`src/rtl/soc_mem_pkg.sv`:
```
// Shared types for the three-port memory arbiter: port indices and the
// one-deep response register carried from the grant cycle to the rvalid cycle.
package soc_mem_pkg;

    typedef enum logic [1:0] {
        PORT_INSTR = 2'd0,
        PORT_DATA  = 2'd1,
        PORT_VPU   = 2'd2
    } port_e;

    // Ceiling on the coprocessor id width stored in the response register.
    localparam int unsigned MAX_ID_W = 16;

    typedef struct packed {
        logic                valid;
        logic                rd;
        logic                err;
        port_e               port;
        logic [MAX_ID_W-1:0] id;
    } rsp_t;

    function automatic port_e next_port(input port_e p);
        return (p == PORT_VPU) ? PORT_INSTR : port_e'(p + 2'd1);
    endfunction

endpackage

```
`src/rtl/rr_arbiter3.sv`:
```
// Three-way round-robin picker: search starts one past the last winner and
// returns a one-hot grant (all zero when nothing requests).
module rr_arbiter3
    import soc_mem_pkg::*;
(
    input  logic [2:0] req_i,
    input  port_e      last_i,
    output logic [2:0] gnt_o
);

    port_e p;

    always_comb begin
        gnt_o = '0;
        p     = next_port(last_i);
        for (int k = 0; k < 3; k++) begin
            if (req_i[p] && (gnt_o == 3'b000)) begin
                gnt_o[p] = 1'b1;
            end
            p = next_port(p);
        end
    end

endmodule

```
`src/rtl/soc_mem_arbiter.sv`:
```
// Single-port SRAM arbiter for CPU fetch, CPU load/store and VPU ports:
// one grant per cycle, round-robin, fixed one-cycle response.
module soc_mem_arbiter
    import soc_mem_pkg::*;
#(
    parameter int X_ID_WIDTH = 4,
    parameter int MEM_WORDS  = 8192
) (
    input  logic                         clk_i,
    input  logic                         rst_i,

    input  logic                         instr_req_i,
    input  logic [31:0]                  instr_addr_i,
    output logic                         instr_gnt_o,
    output logic                         instr_rvalid_o,
    output logic [31:0]                  instr_rdata_o,
    output logic                         instr_err_o,

    input  logic                         data_req_i,
    input  logic                         data_we_i,
    input  logic [3:0]                   data_be_i,
    input  logic [31:0]                  data_addr_i,
    input  logic [31:0]                  data_wdata_i,
    output logic                         data_gnt_o,
    output logic                         data_rvalid_o,
    output logic [31:0]                  data_rdata_o,
    output logic                         data_err_o,

    input  logic                         vpu_req_i,
    input  logic                         vpu_we_i,
    input  logic [3:0]                   vpu_be_i,
    input  logic [31:0]                  vpu_addr_i,
    input  logic [31:0]                  vpu_wdata_i,
    input  logic [X_ID_WIDTH-1:0]        vpu_id_i,
    output logic                         vpu_gnt_o,
    output logic                         vpu_rvalid_o,
    output logic [31:0]                  vpu_rdata_o,
    output logic [X_ID_WIDTH-1:0]        vpu_rid_o,
    output logic                         vpu_err_o,

    output logic                         mem_req_o,
    output logic                         mem_we_o,
    output logic [3:0]                   mem_be_o,
    output logic [$clog2(MEM_WORDS)-1:0] mem_addr_o,
    output logic [31:0]                  mem_wdata_o,
    input  logic [31:0]                  mem_rdata_i
);

    localparam int AW = $clog2(MEM_WORDS);

    logic [2:0]  req, gnt_raw, gnt;
    port_e       last_q, last_d, sel_port;
    rsp_t        rsp_q, rsp_d;
    logic        sel_we, in_range, rsp_live;
    logic [3:0]  sel_be;
    logic [31:0] sel_addr, sel_wdata, rd_data;

    assign req = {vpu_req_i, data_req_i, instr_req_i};

    rr_arbiter3 u_rr (
        .req_i  (req),
        .last_i (last_q),
        .gnt_o  (gnt_raw)
    );

    always_comb begin
        gnt       = rst_i ? 3'b000 : gnt_raw;
        sel_port  = PORT_INSTR;
        sel_we    = 1'b0;
        sel_be    = 4'hF;
        sel_addr  = instr_addr_i;
        sel_wdata = '0;
        if (gnt[PORT_DATA]) begin
            sel_port  = PORT_DATA;
            sel_we    = data_we_i;
            sel_be    = data_be_i;
            sel_addr  = data_addr_i;
            sel_wdata = data_wdata_i;
        end else if (gnt[PORT_VPU]) begin
            sel_port  = PORT_VPU;
            sel_we    = vpu_we_i;
            sel_be    = vpu_be_i;
            sel_addr  = vpu_addr_i;
            sel_wdata = vpu_wdata_i;
        end
        in_range = ({2'b00, sel_addr[31:2]} < 32'(MEM_WORDS));

        mem_req_o   = (|gnt) & in_range;
        mem_we_o    = mem_req_o & sel_we;
        mem_be_o    = sel_be;
        mem_addr_o  = sel_addr[AW+1:2];
        mem_wdata_o = sel_wdata;

        last_d = last_q;
        rsp_d  = '0;
        if (|gnt) begin
            last_d      = sel_port;
            rsp_d.valid = 1'b1;
            rsp_d.rd    = ~sel_we;
            rsp_d.err   = ~in_range;
            rsp_d.port  = sel_port;
            rsp_d.id    = gnt[PORT_VPU] ? MAX_ID_W'(vpu_id_i) : '0;
        end
    end

    always_ff @(posedge clk_i) begin
        if (rst_i) begin
            last_q <= PORT_VPU;
            rsp_q  <= '0;
        end else begin
            last_q <= last_d;
            rsp_q  <= rsp_d;
        end
    end

    assign instr_gnt_o = gnt[PORT_INSTR];
    assign data_gnt_o  = gnt[PORT_DATA];
    assign vpu_gnt_o   = gnt[PORT_VPU];

    // Response is squashed while reset is held so a grant just before reset never surfaces.
    assign rsp_live = rsp_q.valid & ~rst_i;
    assign rd_data  = (rsp_q.rd && !rsp_q.err) ? mem_rdata_i : '0;

    assign instr_rvalid_o = rsp_live && (rsp_q.port == PORT_INSTR);
    assign data_rvalid_o  = rsp_live && (rsp_q.port == PORT_DATA);
    assign vpu_rvalid_o   = rsp_live && (rsp_q.port == PORT_VPU);

    assign instr_err_o   = instr_rvalid_o & rsp_q.err;
    assign data_err_o    = data_rvalid_o & rsp_q.err;
    assign vpu_err_o     = vpu_rvalid_o & rsp_q.err;
    assign instr_rdata_o = instr_rvalid_o ? rd_data : '0;
    assign data_rdata_o  = data_rvalid_o ? rd_data : '0;
    assign vpu_rdata_o   = vpu_rvalid_o ? rd_data : '0;
    assign vpu_rid_o     = vpu_rvalid_o ? rsp_q.id[X_ID_WIDTH-1:0] : '0;

    logic unused_ok;
    assign unused_ok = ^{sel_addr[1:0], sel_addr[31:AW+2], rsp_q.id};

endmodule

```
`config.mk`:
```
export PLATFORM = sky130hd
export DESIGN_NAME = soc_mem_arbiter
export DESIGN_NICKNAME = d
export VERILOG_FILES = /design/src/rtl/soc_mem_pkg.sv /design/src/rtl/rr_arbiter3.sv /design/src/rtl/soc_mem_arbiter.sv
export SDC_FILE = /design/constraint.sdc
export NUM_CORES = 1
export LEC_CHECK = 0
export BUFFER_PORTS_ARGS = -buffer_cell sky130_fd_sc_hd__buf_2
export CELL_PAD_IN_SITES_DETAIL_PLACEMENT = 1
export CELL_PAD_IN_SITES_GLOBAL_PLACEMENT = 2
export CORE_AREA = 2 2 144 146
export CTS_CLUSTER_DIAMETER = 60
export DETAILED_ROUTE_END_ITERATION = 10
export DIE_AREA = 0 0 146 148
export HOLD_SLACK_MARGIN = 0.15
export PLACE_DENSITY = 0.83
export SLEW_MARGIN = 20
export SYNTH_ARGS = -nofsm -noshare
export SYNTH_HDL_FRONTEND = slang
export SYNTH_SLANG_ARGS = --single-unit
```
`constraint.sdc`:
```
create_clock -name clk_i -period 1.8 [get_ports clk_i]
set_clock_uncertainty 0.05 [all_clocks]
set_input_delay 0 -clock clk_i [delete_from_list [all_inputs] [get_ports clk_i]]
set_output_delay 0 -clock clk_i [all_outputs]
set_load 0.005 [all_outputs]
```
==> results of run 1 <==
-- power groups by stage --
stage                     Clock [mW]  Sequential, mW  Combinational, mW
final                          0.406           0.269              0.726
after global routing           0.435           0.271              0.808
after CTS                      0.422           0.268              0.725
after detailed placement           0           0.273              0.695
after global placement             0           0.272              0.693
after floorplan                    0           0.269              0.267
-- flip-flops by register name (all words and copies together) (netlist names) --
signal and cells:
last_q 2, rsp_q 9
-- timing repair --
| item | 4_1_cts | 5_1_grt |
|---|---|---|
| buffers inserted | 2 | 1 |
| pin swaps | 1 | 1 |
| gates resized for setup | 2 | 10 |
| endpoints found under the hold margin | 8 | 0 |
| hold buffers | 8 | 0 |
| setup endpoints to repair | 39 | 35 |
-- cell usage after synthesis, types with 3 or more instances --
cell      instances  area share
nor4_1            9       0.032
nand2_1          63        0.14
or4_1             3       0.013
buf_2             7       0.020
nor2b_1           3       0.011
nor2_1          105        0.23
dfxtp_1          11        0.13
a22oi_1          15       0.065
inv_2             3      0.0065
clkbuf_1         17       0.037
o22a_1            4       0.020
nand4_1           3       0.011
and3_1            4       0.014
a22o_1           33        0.17
and2_1            5       0.018
inv_1             6       0.013
-- final cells by class --
type	count	area, sq um	share of cell area
clock buffers	4	78.8	0.0189
multi-input cells	262	1400	0.334
inverters	10	47.5	0.0114
flip-flops and latches	11	224	0.0536
well taps	270	338	0.0809
diodes	1	2.50	0.000599
repair buffers	390	2090	0.500
-- kinds of logic (layout without fill, tap and decap cells) --
kind of cell    Yosys count  after routing  synth area share
simple gates            202            202             0.490
compound gates           60             60             0.291
buf+inv                  36            404            0.0925
flops                    11             11             0.126
other cells               0              1                 0
-- metal layers --
metal | GRT usage | up-vias
li1 | - | 1788
met1 | 0.142 | 1634
met2 | 0.226 | 220
met3 | 0.0370 | 8
met4 | 0.0218 | 2
met5 | 0 | -
-- final timing paths --
check / startpoint / end / slack [ps] / depth (start not counted)
setup / recovery: last_q[1] / mem_addr_o[4] / 90 / 8
hold / removal: instr_addr_i[18] / rsp_q[18] / 190 / 4
setup reg to reg: last_q[1] / rsp_q[19] / 460 / 6
hold reg to reg: last_q[1] / last_q[1] / 490 / 2
-- cells in the final DEF, fill, tap and decap left out, drive strengths merged --
cell type | synthesis | final
nand3 | 1 | 1
nor3 | 1 | 1
or3 | 1 | 1
dfxtp | 11 | 11
buf | 9 | 382
inv | 10 | 10
and3 | 4 | 4
nand4 | 3 | 3
o31ai | 1 | 1
clkbuf | 17 | 4
diode | 0 | 1
and2b | 2 | 2
nand2 | 64 | 64
nor2 | 105 | 105
a22oi | 16 | 16
dlygate4sd3 | 0 | 8
a21oi | 1 | 1
o211a | 1 | 1
a22o | 33 | 33
a21o | 1 | 1
or3b | 1 | 1
nor4 | 9 | 9
o22ai | 2 | 2
a31o | 1 | 1
and2 | 5 | 5
or4 | 3 | 3
o22a | 4 | 4
nor2b | 3 | 3
-- worst max-delay path, delay by kind of cell (launching register included) --
kind,cells,cell delay (ps)
buf+inv,3,400
flops,1,360
simple gates,3,350
compound gates,2,320
==> reports/results.tsv, run 1 <==
metric	value	unit
hold_ws	185	ps
cts-buffers-inserted	3	
gp_congestion	0.763	
worstPathRequired	1750	ps
dpl_cell_area	3940	sq um
synth_seq_cells	11	
syn_area	1750	sq um
slowest_stage	dfxtp_4	
crit_fanout	11	
path_class	flip-flop to output pin	
power	1.40	mW
fin_area	4180	sq um
start_util	0.0871	
netSwitchingFraction	0.334	
die_x	146	um
slew_headroom	0.732	
ys_warn_count	0	
dp.cells	932	
clock_power_share	0.290	
setup_violations	0	
row_count	52	
rsz0062_at_grt	yes	
tightest_slew	403	ps
synth_edf_count	0	
htree_levels	1	
clock_latency	240	ps
fmax	0.586	GHz
syn_area_per_cell	5.65	sq um
port_buffers	364	
hold_class	input pin to flip-flop	
ir_worst_vdd	0.000212	V
root_buffer	clkbuf_16	
dr_total_vias	3652	
period_minus_slack	1710	ps
antenna_found_initial	3	
grt_start_max_net_pins	35	
drv_slew	0	
dp_worst_setup_slack	126	ps
status	complete, no violations	
cts.sinks	11	
cap_violations	0	
vias_per_cell	3.85	
seqPwrFrac	0.192	
internal-power	0.933	mW
synth-seq-area-share	0.126	
grt_pass1_vias	3612	
io_pins	371	
grt_overflow	0	
arrival	1660	ps
slowest_delay	360	ps
fin_util	0.208	
tritoncts	built	
met3_length	1.35	mm
drive_gt1_frac	0.594	
worst_slack	93.4	ps
top_layer_used	met5	
area_growth	139	%
wl_met2	7.20	mm
grt_pass1_wl	20.8	mm
ant_nets	0	
nets	889	
p_leak	2.47	nW
setup_tns	0	ps
cts_buffer_depth	2	
finalHoldViolations	0	
clk_pin_slew	40	ps
routedWlPerCell	15.1	um
grt_use_total	0.123	
start_kind	flip-flop	
combPwrFrac	0.518	
synth_nets	520	
die_height	148	um
timing.final.crit_share	0.948	
fill_cells	2619	
dp_hpwl	12.4	mm
drt-met1-wl	5.69	mm
routed_wl	14.3	mm
power_switching	0.467	mW
firstDrtPassIters	4	
synth_cell_types	34	
synthArstFlopShare	0	
synth-main-ff-cell	dfxtp_1	
coreArea	20000	sq um
instances_no_fill	948	
drt_iter0_markers	66	
cp_cell_sequence	nor2b_1 > o22ai_2 > nand2_2 > inv_6 > buf_4 > a22oi_1 > nand2_1 > buf_2	
drc	0	
p_per_area	335	nW/um^2
cp-end-kind	output pin	
netlist_instances	309	
dieArea	21600	sq um
Power figures use the tool's default switching activity.
==> run 2: changes to the inputs <==
--- a/config.mk
+++ b/config.mk
@@ -6,14 +6,12 @@
 export NUM_CORES = 1
 export LEC_CHECK = 0
 export BUFFER_PORTS_ARGS = -buffer_cell sky130_fd_sc_hd__buf_2
-export CELL_PAD_IN_SITES_DETAIL_PLACEMENT = 1
-export CELL_PAD_IN_SITES_GLOBAL_PLACEMENT = 2
-export CORE_AREA = 2 2 144 146
+export CORE_AREA = 2 2 146 148
 export CTS_CLUSTER_DIAMETER = 60
 export DETAILED_ROUTE_END_ITERATION = 10
-export DIE_AREA = 0 0 146 148
+export DIE_AREA = 0 0 148 150
 export HOLD_SLACK_MARGIN = 0.15
-export PLACE_DENSITY = 0.83
+export PLACE_DENSITY = 0.33
 export SLEW_MARGIN = 20
 export SYNTH_ARGS = -nofsm -noshare
 export SYNTH_HDL_FRONTEND = slang
==> run 2 against run 1 <==
- die area up 2.7%
- hold slack worse by 24 ps
- global-route usage down 1.5 points
- utilization down 0.47 points
- via count down 2.4%
- critical path type unchanged
- clock power about the same
- first-iteration DRC count up 12%
==> reports/results.tsv, run 2 (same netlist as run 1, synthesis figures left out) <==
metric	value	unit
io_pins	371	
row_count	53	
tightest_slew	393	ps
rsz0062_at_grt	yes	
ant_nets	0	
layout_common_cells	buf_2 (364), nor2_1 (105), nand2_1 (62)	
ir_worst_vdd	0.000193	V
routedWlPerCell	14.2	um
fmax	0.579	GHz
timing.final.crit_share	0.960	
root_buffer	clkbuf_16	
start_kind	flip-flop	
grt_pass1_vias	3346	
num_antenna_cells	0	
nets	892	
firstDrtPassIters	4	
start_util	0.0844	
p_per_area	330	nW/um^2
grt_overflow	0	
antenna_found_initial	0	
cts.sinks	11	
grt_use_total	0.108	
die_height	150	um
vias_per_cell	3.73	
reg.largest.list	rsp_q x9, last_q x2	
gp_congestion	0.739	
finalHoldViolations	0	
setup_violations	0	
coreArea	20700	sq um
drv_slew	0	
cap_violations	0	
port_buffers	364	
status	complete, no violations	
instances_no_fill	955	
cts-buffers-inserted	3	
tritoncts	built	
fill_cells	2415	
arrival	1680	ps
cts_buffer_depth	2	
clk_pin_slew	40	ps
cp-end-kind	output pin	
drc	0	
slew_headroom	0.738	
grt_start_max_net_pins	35	
p_leak	2.49	nW
path_class	flip-flop to output pin	
setup_tns	0	ps
crit_fanout	15	
clock_latency	230	ps
dp.cells	939	
largest_reg_flops	9	
drive_gt1_frac	0.601	
dieArea	22200	sq um
drt_iter0_markers	74	
worstPathRequired	1750	ps
top_register	rsp_q	
dr_total_vias	3566	
grt_pass1_wl	18.6	mm
final_common_cell	buf_2	
htree_levels	1	
area_growth	142	%
period_minus_slack	1730	ps
routed_wl	13.5	mm
die_x	148	um
dp_hpwl	11.6	mm
hold_class	input pin to flip-flop	
run 2: cell count changes in the layout (fill, tap and decap cells not counted), sizes merged:
cell	before	now
buf	382	385
clkinvlp	0	1
diode	1	0
dlygate4sd3	8	7
run 2: cell type report:
type,count,area (sq um),share of cell area
repair buffers,392,2120,0.502
multi-input cells,262,1410,0.334
well taps,275,344,0.0816
flip-flops and latches,11,223,0.0528
clock buffers,4,78.8,0.0187
inverters,10,40.0,0.00950
repair inverters,1,7.51,0.00178
run 2: through the flow:
step / cell area (sq um) / hold slack, ps / utilization / power (mW) / setup WS [ps]
floorplan: 1750 / 39.5 / - / 0.535 / 375
CTS: 4160 / 160 / 0.201 / 1.41 / 4.55
global placement: 3980 / 187 / 0.192 / 0.976 / 81.7
finish: 4220 / 161 / 0.204 / 1.39 / 72.7
detailed placement: 3980 / 182 / 0.192 / 0.964 / 20.3
global route: 4220 / 201 / 0.204 / 1.49 / -16.0
run 2: worst paths after layout:
path,start,to,slack (ps),cells after the start
setup / recovery,last_q[0],mem_we_o,70,7
hold / removal,data_req_i,rsp_q[20],160,4
setup reg to reg,last_q[0],rsp_q[19],380,6
hold reg to reg,last_q[0],last_q[0],440,1
run 2: power by group:
part | internal, mW | switching (mW)
Clock | 0.297 | 0.106
Sequential | 0.260 | 0.00970
Combinational | 0.377 | 0.342
run 2: timing repair:
item | 4_1_cts | 5_1_grt
endpoints found under the hold margin | 7 | 0
pin swaps | 2 | 4
gates cloned | 1 | 0
setup buffers | 2 | 2
hold buffers | 7 | 0
resized for setup | 2 | 9
endpoints found under the setup margin | 2 | 7
run 2: layer usage:
layer	wire length, um	up-vias	GRT usage	share of wire
met1	5200	1540	0.120	0.38
met3	1120	2	0.0152	0.083
met4	36	0	0.0129	0.0027
met5	0	-	0	0
li1	-	1796	-	-
met2	7160	228	0.222	0.53
run 2: worst max-delay path, cell delays in order, from the launching register on:
cell and delay [ps]:
dfxtp_2 340, nor2b_1 60, o22ai_2 210, a22oi_2 110, buf_12 160, a22o_1 230
nor3_2 170, buf_2 150
==> run 3: changes to the inputs <==
--- a/config.mk
+++ b/config.mk
@@ -7,12 +7,12 @@
 export LEC_CHECK = 0
 export BUFFER_PORTS_ARGS = -buffer_cell sky130_fd_sc_hd__buf_2
 export CORE_AREA = 2 2 146 148
+export CTS_BUF_LIST = sky130_fd_sc_hd__clkbuf_2
 export CTS_CLUSTER_DIAMETER = 60
 export DETAILED_ROUTE_END_ITERATION = 10
 export DIE_AREA = 0 0 148 150
 export HOLD_SLACK_MARGIN = 0.15
-export PLACE_DENSITY = 0.33
-export SLEW_MARGIN = 20
+export PLACE_DENSITY = 0.35
 export SYNTH_ARGS = -nofsm -noshare
 export SYNTH_HDL_FRONTEND = slang
 export SYNTH_SLANG_ARGS = --single-unit
==> run 3 against run 2 <==
- utilization grew 0.054 points
- combinational power grew 3.8%
- maximum frequency grew 0.68%
- highest routed layer is now met5
==> reports/results.tsv, run 3 (same netlist as run 1, synthesis figures left out) <==
metric	value	unit
status	complete, no violations	
grt_overflow	0	
cts.sinks	11	
clk_pin_slew	100	ps
routedWlPerCell	15.0	um
timing.final.crit_share	0.953	
tightest_slew	338	ps
hold_ws	146	ps
p_per_area	272	nW/um^2
drive_gt1_frac	0.607	
routed_wl	14.4	mm
cts_buffer_depth	2	
root_buffer	clkbuf_2	
antenna_found_initial	5	
start_kind	input pin	
drv_slew	0	
arrival	1810	ps
setup_violations	0	
grt_start_max_net_pins	39	
top_register	rsp_q	
grt_pass1_wl	19.3	mm
io_pins	371	
instances_no_fill	961	
dp.cells	939	
worstPathRequired	1900	ps
die_height	150	um
start_util	0.0844	
dp_worst_setup_slack	90.2	ps
cp-end-kind	flip-flop	
period_minus_slack	1720	ps
p_leak	2.49	nW
rsz0062_at_grt	yes	
final_common_cell	buf_2	
drt_iter0_markers	114	
ant_nets	0	
htree_levels	1	
worst_slack	84.3	ps
ir_worst_vdd	0.0000873	V
reg.largest.list	rsp_q x9, last_q x2	
largest_reg_flops	9	
coreArea	20700	sq um
grt_use_total	0.114	
slew_headroom	0.775	
power	1.15	mW
cap_violations	0	
clock_latency	250	ps
row_count	53	
tritoncts	built	
multi_input_area	1430	sq um
dr_total_vias	3592	
fmax	0.583	GHz
vias_per_cell	3.74	
nets	894	
seq_area	225	sq um
hold_class	input pin to flip-flop	
cts-buffers-inserted	3	
grt_pass1_vias	3307	
port_buffers	364	
gp_congestion	0.779	
die_x	148	um
fill_cells	2402	
dieArea	22200	sq um
path_class	input pin to flip-flop	
drc	0	
dp_hpwl	12.3	mm
firstDrtPassIters	4	
crit_fanout	5	
finalHoldViolations	0	
layout_common_cells	buf_2 (364), nor2_1 (105), nand2_1 (62)	
area_growth	142	%
[run 3: cell count changes in the layout (fill, tap and decap cells not counted), moves of 2 or more]
cell,previous run,this run
nor4_1,7,9
a22oi_2,2,7
clkbuf_16,3,1
diode_2,0,4
a22oi_1,14,9
clkbuf_2,0,4
dlygate4sd3_1,7,9
[run 3: worst max-delay path, stage by stage]
cell and delay (ps):
buf_2 120, dlygate4sd3_1 560, o31ai_1 200, buf_4 180, dlygate4sd3_1 570, inv_1 50, and2_1 120
[run 3: cell type report]
type                    count  area share
repair buffers            395       0.511
multi-input cells         262       0.337
well taps                 275      0.0814
flip-flops and latches     11      0.0533
inverters                  10      0.0101
clock buffers               4     0.00474
diodes                      4     0.00237
[run 3: path summary, 6_finish.rpt]
| check | cells past startpoint | startpoint | slack (ps) | endpoint |
|---|---|---|---|---|
| worst max-delay path | 7 | data_req_i | 80 | rsp_q[19] |
| worst min-delay path | 4 | vpu_addr_i[18] | 150 | rsp_q[18] |
| worst min register to register | 1 | last_q[0] | 470 | last_q[0] |
| worst max register to register | 5 | last_q[1] | 450 | rsp_q[18] |
[run 3: where the power goes]
group	internal [mW]	switching, mW	leakage, nW
Combinational	0.391	0.355	2.39
Clock	0.0591	0.0784	0.0166
Sequential	0.258	0.00978	0.0912
Total	0.708	0.443	2.49
[run 3: what timing repair did]
action,CTS,global route
pin swaps,3,5
setup buffers,4,1
gates resized for setup,4,13
setup endpoints to repair,27,26
gates cloned,0,1
endpoints found under the hold margin,8,1
hold buffers,7,2
[run 3: per-layer routing]
layer | GRT usage | share of wire | vias to the layer above
li1 | - | - | 1807
met1 | 0.125 | 0.37 | 1540
met2 | 0.220 | 0.51 | 231
met3 | 0.0198 | 0.090 | 12
met4 | 0.0348 | 0.022 | 2
met5 | 0 | 0.0011 | -
[run 3: metrics by stage]
stage / cell area (sq um) / utilization / setup TNS [ps]
after floorplan: 1750 / - / 0
after global placement: 3980 / 0.192 / 0
after detailed placement: 3980 / 0.192 / 0
after CTS: 4110 / 0.199 / 0
after global routing: 4230 / 0.204 / -246
final: 4230 / 0.204 / 0
